$ cat config.mk
export PLATFORM = sky130hd
export DESIGN_NAME = lsq_dcache_arbiter
export DESIGN_NICKNAME = d
export VERILOG_FILES = /design/src/rtl/lsq_dcache_arbiter_pkg.sv /design/src/rtl/lsq_dcache_arbiter_rr_picker.sv /design/src/rtl/lsq_dcache_arbiter.sv
export SDC_FILE = /design/constraint.sdc
export NUM_CORES = 1
export LEC_CHECK = 0
export ABC_AREA = 1
export BUFFER_PORTS_ARGS = -buffer_cell sky130_fd_sc_hd__buf_2
export CORE_AREA = 2 2 142 144
export DETAILED_ROUTE_END_ITERATION = 8
export DIE_AREA = 0 0 144 146
export PLACE_DENSITY = 0.65
export SLEW_MARGIN = 20
export SYNTH_ARGS = -nofsm -noshare
export SYNTH_HDL_FRONTEND = slang
export SYNTH_HIERARCHICAL = 1
export SYNTH_SLANG_ARGS = --single-unit
export TNS_END_PERCENT = 5
$ cat constraint.sdc
create_clock -name clock -period 4.8 [get_ports clock]
set_input_delay 0.96 -clock clock [delete_from_list [all_inputs] [get_ports clock]]
set_output_delay 0.96 -clock clock [all_outputs]
set_load 0.02 [all_outputs]
$ cat src/rtl/lsq_dcache_arbiter_pkg.sv
// Shared types and defaults for the LSQ / data-cache request arbiter.
package lsq_dcache_arbiter_pkg;

    localparam int DEF_STARVE_LIMIT = 4;
    localparam int DEF_TAG_W        = 3;

    typedef enum logic {
        LOAD_PRI  = 1'b0,
        STORE_PRI = 1'b1
    } arb_mode_e;

    // The packet tag field is DEF_TAG_W wide; raise it together with TAG_W.
    typedef struct packed {
        logic                 valid;
        logic                 is_store;
        logic [31:0]          addr;
        logic [31:0]          data;
        logic [2:0]           func;
        logic [DEF_TAG_W-1:0] tag;
    } dcache_req_packet_t;

endpackage

$ cat src/rtl/lsq_dcache_arbiter_rr_picker.sv
// Rotating-priority encoder: lists the valid request indices in order,
// starting at ptr and wrapping modulo N.
module lsq_dcache_arbiter_rr_picker #(
    parameter int N  = 2,
    parameter int IW = (N > 1) ? $clog2(N) : 1
) (
    input  logic [N-1:0]         valid,
    input  logic [IW-1:0]        ptr,
    output logic [N-1:0][IW-1:0] order_idx,
    output logic [N-1:0]         order_vld,
    output logic [IW:0]          count
);

    logic [N-1:0][IW-1:0] rot_idx;
    logic [N-1:0]         rot_valid;
    logic [IW:0]          pos [N];

    generate
        for (genvar gi = 0; gi < N; gi++) begin : g_rot
            logic [IW:0] sum;
            assign sum            = {1'b0, ptr} + (IW+1)'(gi);
            assign rot_idx[gi]    = (sum >= (IW+1)'(N)) ? IW'(sum - (IW+1)'(N)) : sum[IW-1:0];
            assign rot_valid[gi]  = valid[rot_idx[gi]];
        end
    endgenerate

    // Position of each rotated slot among the valid ones (running prefix count).
    always_comb begin
        logic [IW:0] run;
        run = '0;
        for (int r = 0; r < N; r++) begin
            pos[r] = run;
            run    = run + (IW+1)'(rot_valid[r]);
        end
        count = run;
    end

    always_comb begin
        order_idx = '0;
        order_vld = '0;
        for (int q = 0; q < N; q++) begin
            for (int r = 0; r < N; r++) begin
                if (rot_valid[r] && (pos[r] == (IW+1)'(q))) begin
                    order_idx[q] = rot_idx[r];
                    order_vld[q] = 1'b1;
                end
            end
        end
    end

endmodule

$ cat src/rtl/lsq_dcache_arbiter.sv
// Packs committed stores and issued loads onto the dcache request ports.
// Optional grant/starvation counters are built when LSQ_ARB_PERF_EN is defined.
module lsq_dcache_arbiter
    import lsq_dcache_arbiter_pkg::*;
#(
    parameter int NUM_PORTS    = 2,
    parameter int NUM_ST       = 2,
    parameter int NUM_LD       = 2,
    parameter int TAG_W        = DEF_TAG_W,
    parameter int STARVE_LIMIT = DEF_STARVE_LIMIT
) (
    input  logic                       clock,
    input  logic                       reset,
    input  logic                       squash,
    input  logic                       sq_almost_full,
    input  logic [NUM_ST-1:0]          st_valid,
    input  logic [NUM_ST*32-1:0]       st_addr,
    input  logic [NUM_ST*32-1:0]       st_data,
    input  logic [NUM_ST*3-1:0]        st_func,
    output logic [NUM_ST-1:0]          st_accept,
    input  logic [NUM_LD-1:0]          ld_valid,
    input  logic [NUM_LD*32-1:0]       ld_addr,
    input  logic [NUM_LD*3-1:0]        ld_func,
    input  logic [NUM_LD*TAG_W-1:0]    ld_tag,
    output logic [NUM_LD-1:0]          ld_accept,
    output logic [NUM_PORTS-1:0]       port_valid,
    output logic [NUM_PORTS-1:0]       port_is_store,
    output logic [NUM_PORTS*32-1:0]    port_addr,
    output logic [NUM_PORTS*32-1:0]    port_data,
    output logic [NUM_PORTS*3-1:0]     port_func,
    output logic [NUM_PORTS*TAG_W-1:0] port_tag,
    input  logic [NUM_PORTS-1:0]       port_ready,
`ifdef LSQ_ARB_PERF_EN
    output logic [31:0]                perf_ld_grants,
    output logic [31:0]                perf_st_grants,
    output logic [31:0]                perf_st_starve_cycles,
`endif
    output logic                       store_pri
);

    localparam int LIW = (NUM_LD > 1) ? $clog2(NUM_LD) : 1;
    localparam int SRW = $clog2(NUM_ST + 1);
    localparam int CW  = (STARVE_LIMIT > 2) ? $clog2(STARVE_LIMIT) : 1;

    arb_mode_e           mode_q, mode_d;
    logic [CW-1:0]       starve_q, starve_d;
    logic [LIW-1:0]      rr_ptr_q, rr_ptr_d;

    logic                      store_first;
    logic [NUM_LD-1:0][LIW-1:0] ld_order_idx;
    logic [NUM_LD-1:0]         ld_order_vld;
    logic [LIW:0]              ld_cnt;
    logic [SRW-1:0]            st_rank [NUM_ST];
    logic [SRW-1:0]            st_cnt;
    logic [NUM_ST-1:0]         st_ready;
    logic [NUM_ST-1:0]         st_acc;
    logic [NUM_LD-1:0]         ld_acc;
    logic                      starve_inc;
    dcache_req_packet_t        pkt [NUM_PORTS];

    assign store_first = (mode_q == STORE_PRI) || sq_almost_full;

    // A squash removes loads from the candidate set so stores take every port.
    lsq_dcache_arbiter_rr_picker #(.N(NUM_LD), .IW(LIW)) u_rr_picker (
        .valid     (ld_valid & {NUM_LD{~squash}}),
        .ptr       (rr_ptr_q),
        .order_idx (ld_order_idx),
        .order_vld (ld_order_vld),
        .count     (ld_cnt)
    );

    always_comb begin
        logic [SRW-1:0] run;
        run = '0;
        for (int j = 0; j < NUM_ST; j++) begin
            st_rank[j] = run;
            run        = run + SRW'(st_valid[j]);
        end
        st_cnt = run;
    end

    always_comb begin
        int st_base;
        int ld_base;
        st_base  = store_first ? 0 : int'(ld_cnt);
        ld_base  = store_first ? int'(st_cnt) : 0;
        st_ready = '0;
        ld_acc   = '0;
        for (int p = 0; p < NUM_PORTS; p++) begin
            pkt[p] = '0;
            for (int j = 0; j < NUM_ST; j++) begin
                if (st_valid[j] && (st_base + int'(st_rank[j]) == p)) begin
                    pkt[p].valid    = 1'b1;
                    pkt[p].is_store = 1'b1;
                    pkt[p].addr     = st_addr[j*32 +: 32];
                    pkt[p].data     = st_data[j*32 +: 32];
                    pkt[p].func     = st_func[j*3 +: 3];
                    st_ready[j]     = port_ready[p];
                end
            end
            for (int r = 0; r < NUM_LD; r++) begin
                if (ld_order_vld[r] && (ld_base + r == p)) begin
                    for (int k = 0; k < NUM_LD; k++) begin
                        if (int'(ld_order_idx[r]) == k) begin
                            pkt[p].valid = 1'b1;
                            pkt[p].addr  = ld_addr[k*32 +: 32];
                            pkt[p].func  = ld_func[k*3 +: 3];
                            pkt[p].tag   = DEF_TAG_W'(ld_tag[k*TAG_W +: TAG_W]);
                            ld_acc[k]    = port_ready[p];
                        end
                    end
                end
            end
        end
    end

    // Stores commit in order: the first refused valid store blocks all younger ones.
    always_comb begin
        logic blocked;
        blocked = 1'b0;
        st_acc  = '0;
        for (int j = 0; j < NUM_ST; j++) begin
            if (st_valid[j]) begin
                if (!blocked && st_ready[j]) st_acc[j] = 1'b1;
                else                         blocked   = 1'b1;
            end
        end
    end

    always_comb begin
        rr_ptr_d = rr_ptr_q;
        if (squash) begin
            rr_ptr_d = '0;
        end else begin
            for (int r = 0; r < NUM_LD; r++) begin
                if (ld_order_vld[r] && ld_acc[ld_order_idx[r]]) begin
                    rr_ptr_d = (int'(ld_order_idx[r]) + 1 >= NUM_LD) ? '0 : ld_order_idx[r] + 1'b1;
                end
            end
        end
    end

    assign starve_inc = (|st_valid) && !(|st_acc);

    always_comb begin
        mode_d   = mode_q;
        starve_d = starve_q;
        if (starve_inc) begin
            if ((mode_q == LOAD_PRI) && (int'(starve_q) + 1 >= STARVE_LIMIT)) begin
                mode_d   = STORE_PRI;
                starve_d = '0;
            end else if (int'(starve_q) < STARVE_LIMIT - 1) begin
                starve_d = starve_q + 1'b1;
            end
        end else begin
            mode_d   = LOAD_PRI;
            starve_d = '0;
        end
    end

    always_ff @(posedge clock or posedge reset) begin
        if (reset) begin
            mode_q   <= LOAD_PRI;
            starve_q <= '0;
            rr_ptr_q <= '0;
        end else begin
            mode_q   <= mode_d;
            starve_q <= starve_d;
            rr_ptr_q <= rr_ptr_d;
        end
    end

    generate
        for (genvar gi = 0; gi < NUM_PORTS; gi++) begin : g_port
            assign port_valid[gi]               = !reset && pkt[gi].valid;
            assign port_is_store[gi]            = !reset && pkt[gi].is_store;
            assign port_addr[gi*32 +: 32]       = reset ? '0 : pkt[gi].addr;
            assign port_data[gi*32 +: 32]       = reset ? '0 : pkt[gi].data;
            assign port_func[gi*3 +: 3]         = reset ? '0 : pkt[gi].func;
            assign port_tag[gi*TAG_W +: TAG_W]  = reset ? '0 : TAG_W'(pkt[gi].tag);
        end
    endgenerate

    assign st_accept = reset ? '0 : st_acc;
    assign ld_accept = reset ? '0 : ld_acc;
    assign store_pri = (mode_q == STORE_PRI);

`ifdef LSQ_ARB_PERF_EN
    logic [31:0] perf_ld_q, perf_ld_d;
    logic [31:0] perf_st_q, perf_st_d;
    logic [31:0] perf_starve_q, perf_starve_d;

    always_comb begin
        perf_ld_d     = perf_ld_q + 32'($countones(ld_acc));
        perf_st_d     = perf_st_q + 32'($countones(st_acc));
        perf_starve_d = perf_starve_q + 32'(starve_inc);
    end

    always_ff @(posedge clock or posedge reset) begin
        if (reset) begin
            perf_ld_q     <= '0;
            perf_st_q     <= '0;
            perf_starve_q <= '0;
        end else begin
            perf_ld_q     <= perf_ld_d;
            perf_st_q     <= perf_st_d;
            perf_starve_q <= perf_starve_d;
        end
    end

    assign perf_ld_grants        = perf_ld_q;
    assign perf_st_grants        = perf_st_q;
    assign perf_st_starve_cycles = perf_starve_q;
`endif

endmodule

==> results.yml <==
cts:
  cts_buffers: 3
  cts_resized: 0
  htree_levels: 1
  clk_pin_slew_worst_paths_ps: 30
  clock_latency_ps: 230
  clock_sinks: 4
  tritoncts: "built"
  clk_path_buf_depth: 2
  hold_buffers: 0
  clockRootBuffer: "clkbuf_16"
  post-cts-setup-buffers: 0
synth:
  synth_warnings: 6
  yosys_register_bits: 4
  synth_area_leaders: "o21ai_0 (18%), nand2_1 (11%), inv_1 (11%), nor2_1 (9.9%), a211oi_2 (7.6%)"
  synth_top_area_share: 0.1838
  syn_inst: 947
  syn_avg_cell_area_um2: 5.033
  synth.distinct_cells: 29
  netlist_area_mm2: 0.004766
  synth_area_leader_cell: "o21ai_0"
  ys_seq_area_frac: 0.02100
  synthesis.nets: 1175
cells_and_area:
  utilization: 0.3609
  stdcell_count: 1525
  drive_gt1_frac: 0.3556
  layout-area-overhead-vs-synth_pct: 46.42
  multi_input_area_mm2: 0.003800
  register_area_um2: 100.1
  nets: 1487
  n_fill_cell: 2179
routing:
  ant_nets: 0
  drc_errors: 0
  drtIter0Drc: 441
  vias_per_cell: 5.030
  vias: 7670
  wl_per_cell_um: 15.76
  routed_wl_mm: 24.03
  first_pass_iters: 5
power:
  vdd_drop_max_v: 0.0001433
  finalPower_w: 0.001180
  p_int_w: 0.0004896
  seqPwrFrac: 0.048
  p_sw_w: 0.0006906
  p_clk_frac: 0.110
  p_per_area_mw_per_mm2: 169.1
  netSwitchingFraction: 0.5851
  p_comb_frac: 0.842
  leakage_nw: 3.868
sta:
  period_minus_slack_ps: 4578
  tightest_slew_ps: 655.9
  relSlewSlack: 0.5600
  max_clock_freq_ghz: 0.2185
  setup_violations: 0
  skew_ps: 4.315
  setup_tns_ps: 0
  fin_crit_sh: 0.9537
  rsz0062_at_grt: "yes"
  finalMaxSlewViolations: 0
  setup_slack_ps: 222.3
  hold_viol_final: 0
setup_path:
  slowest_delay_ps: 350
  worstSetupStartpointType: "input port"
  ff2ff_setup_slack_ps: 1810
  cp_num_cells: 19
  worstReg2RegStart: "rr_ptr_q"
  path_max_fanout: 33
  critPathBufInv: 7
  crit_arrival_ps: 3620
  crit_path_cell_trace: "buf_2 -> nor2_2 -> nand2_1 -> inv_1 -> nor2_1 -> ha_1 -> nand3_1 -> inv_1 -> ha_1 -> inv_1 -> nand2_1 -> nor2_4 -> buf_6 -> nand2_2 -> nand2_1 -> nand2_2 -> buf_12 -> a211oi_1 -> buf_2"
  worst-setup-path-type: "in -> out"
  crit_path_end_kind: "output port"
  crit_slowest_cell: "ha_1"
  critPathRequiredTime_ps: 3840
  r2r-end: "starve_q[1]"
  reg2reg_depth: 18
  crit_family: "simple AND/OR/NAND/NOR gates"
die:
  die_h_um: 146
  die_area_mm2: 0.02102
  io_pins: 369
  row_count: 51
  die_width_um: 144
  start_util: 0.2465
  core_mm2: 0.01933
worst_hold_path:
  hold_end: "starve_q[1]"
  holdPathStages: 2
  min-delay-path-class: "reg -> reg"
  hp-start: "starve_q[1]"
run_status:
  status: "completed"
flow_run:
  drv_cap: 0
placement:
  dpl.hpwl_mm: 18.43
  pre_cts_slack_ps: 45.41
  routabilityCongestion: 0.8438
  port_buffers: 368
  place_inst: 1519
global_routing:
  grt_start_max_net_pins: 78
  antenna_found_initial: 5
  grt_pass1_vias: 6979
  overflow: 0
  grt_pass1_wl_mm: 35.73
  gr-usage-all-layers: 0.2101
==> Yosys cell counts <==
cell and number:
a211oi_1 35, a211oi_2 29, a21oi_1 44, buf_1 4
buf_2 28, buf_4 4, buf_6 2, clkbuf_1 47
clkinv_1 1, dfrtp_1 4, ha_1 8, inv_1 134
inv_2 4, nand2_1 142, nand2_2 5, nand3_1 43
nand3_2 2, nand4_1 1, nor2_1 126, nor2_2 3
nor2_4 2, o2111ai_1 1, o211ai_1 33, o21ai_0 175
o21ai_1 65, o21bai_1 1, o22ai_1 2, o31ai_1 1
xor2_1 1
==> stage by stage <==
stage	hold WS, ps	cell area (µm²)
floorplan	471.4	4766
global placement	494.4	6870
detailed placement	507.4	6870
CTS	512.4	6945
global route	566.3	6975
finish	525.3	6978
==> layout make-up <==
type | instances | area share
Inverter | 139 | 0.07477
Multi-Input combinational cell | 719 | 0.5446
Sequential cell | 4 | 0.01434
Clock buffer | 3 | 0.01076
Timing Repair Buffer | 392 | 0.3070
Tap cell | 265 | 0.04752
Antenna cell | 3 | 0.001076
==> power groups by stage <==
stage               registers, W  clock network (W)  logic [W]
finish                 0.0000565           0.000130   0.000994
global route           0.0000581           0.000135    0.00109
CTS                    0.0000562           0.000131   0.000988
detailed placement     0.0000566                  0   0.000985
global placement       0.0000555                  0   0.000976
floorplan              0.0000566                  0   0.000622
==> cells in the final DEF (no fill, tap or decap), drive strengths merged, types with 2 or more instances in the layout <==
cell type  netlist  routed
a211oi          64      64
a21oi           44      44
buf             38     392
clkbuf          47       3
clkinv           1       2
dfrtp            4       4
diode            0       3
ha               8       8
inv            138     137
nand2          147     147
nand3           45      45
nor2           131     131
o211ai          33      33
o21ai          240     240
o22ai            2       2
==> cells by family (layout without fill, tap and decap cells) <==
kind of cell | count (synthesis) | count (layout) | share of synthesized area
compound gates | 386 | 386 | 0.4891
xor+xnor | 1 | 1 | 0.001838
fa+ha+maj | 8 | 8 | 0.02100
buf+inv | 224 | 534 | 0.1901
flops | 4 | 4 | 0.02100
other cells | 0 | 3 | 0
simple gates | 324 | 324 | 0.2770
==> sequential cells by signal, indices dropped and copies added (netlist names) <==
signal and flops:
rr_ptr_q 1, starve_q 2, store_pri 1
==> worst min-delay path, cell delays in order (launching register included) <==
cell and delay, ps:
dfrtp_1 370, nand2_1 70, nand2_1 50
==> per-layer routing <==
| metal | track usage | part of all wire | up-vias |
|---|---|---|---|
| li1 | - | - | 3801 |
| met1 | 0.2511 | 0.41 | 3436 |
| met2 | 0.3890 | 0.49 | 383 |
| met3 | 0.02698 | 0.076 | 50 |
| met4 | 0.05588 | 0.024 | 0 |
| met5 | 0 | 0 | - |
==> worst max path at each step <==
stage,startpoint,to
floorplan,ld_valid[1],port_data[10]
global placement,squash,port_data[63]
detailed placement,squash,port_data[63]
CTS,squash,port_data[63]
global route,squash,port_data[63]
finish,squash,port_data[63]
Power figures use the tool's default switching activity.
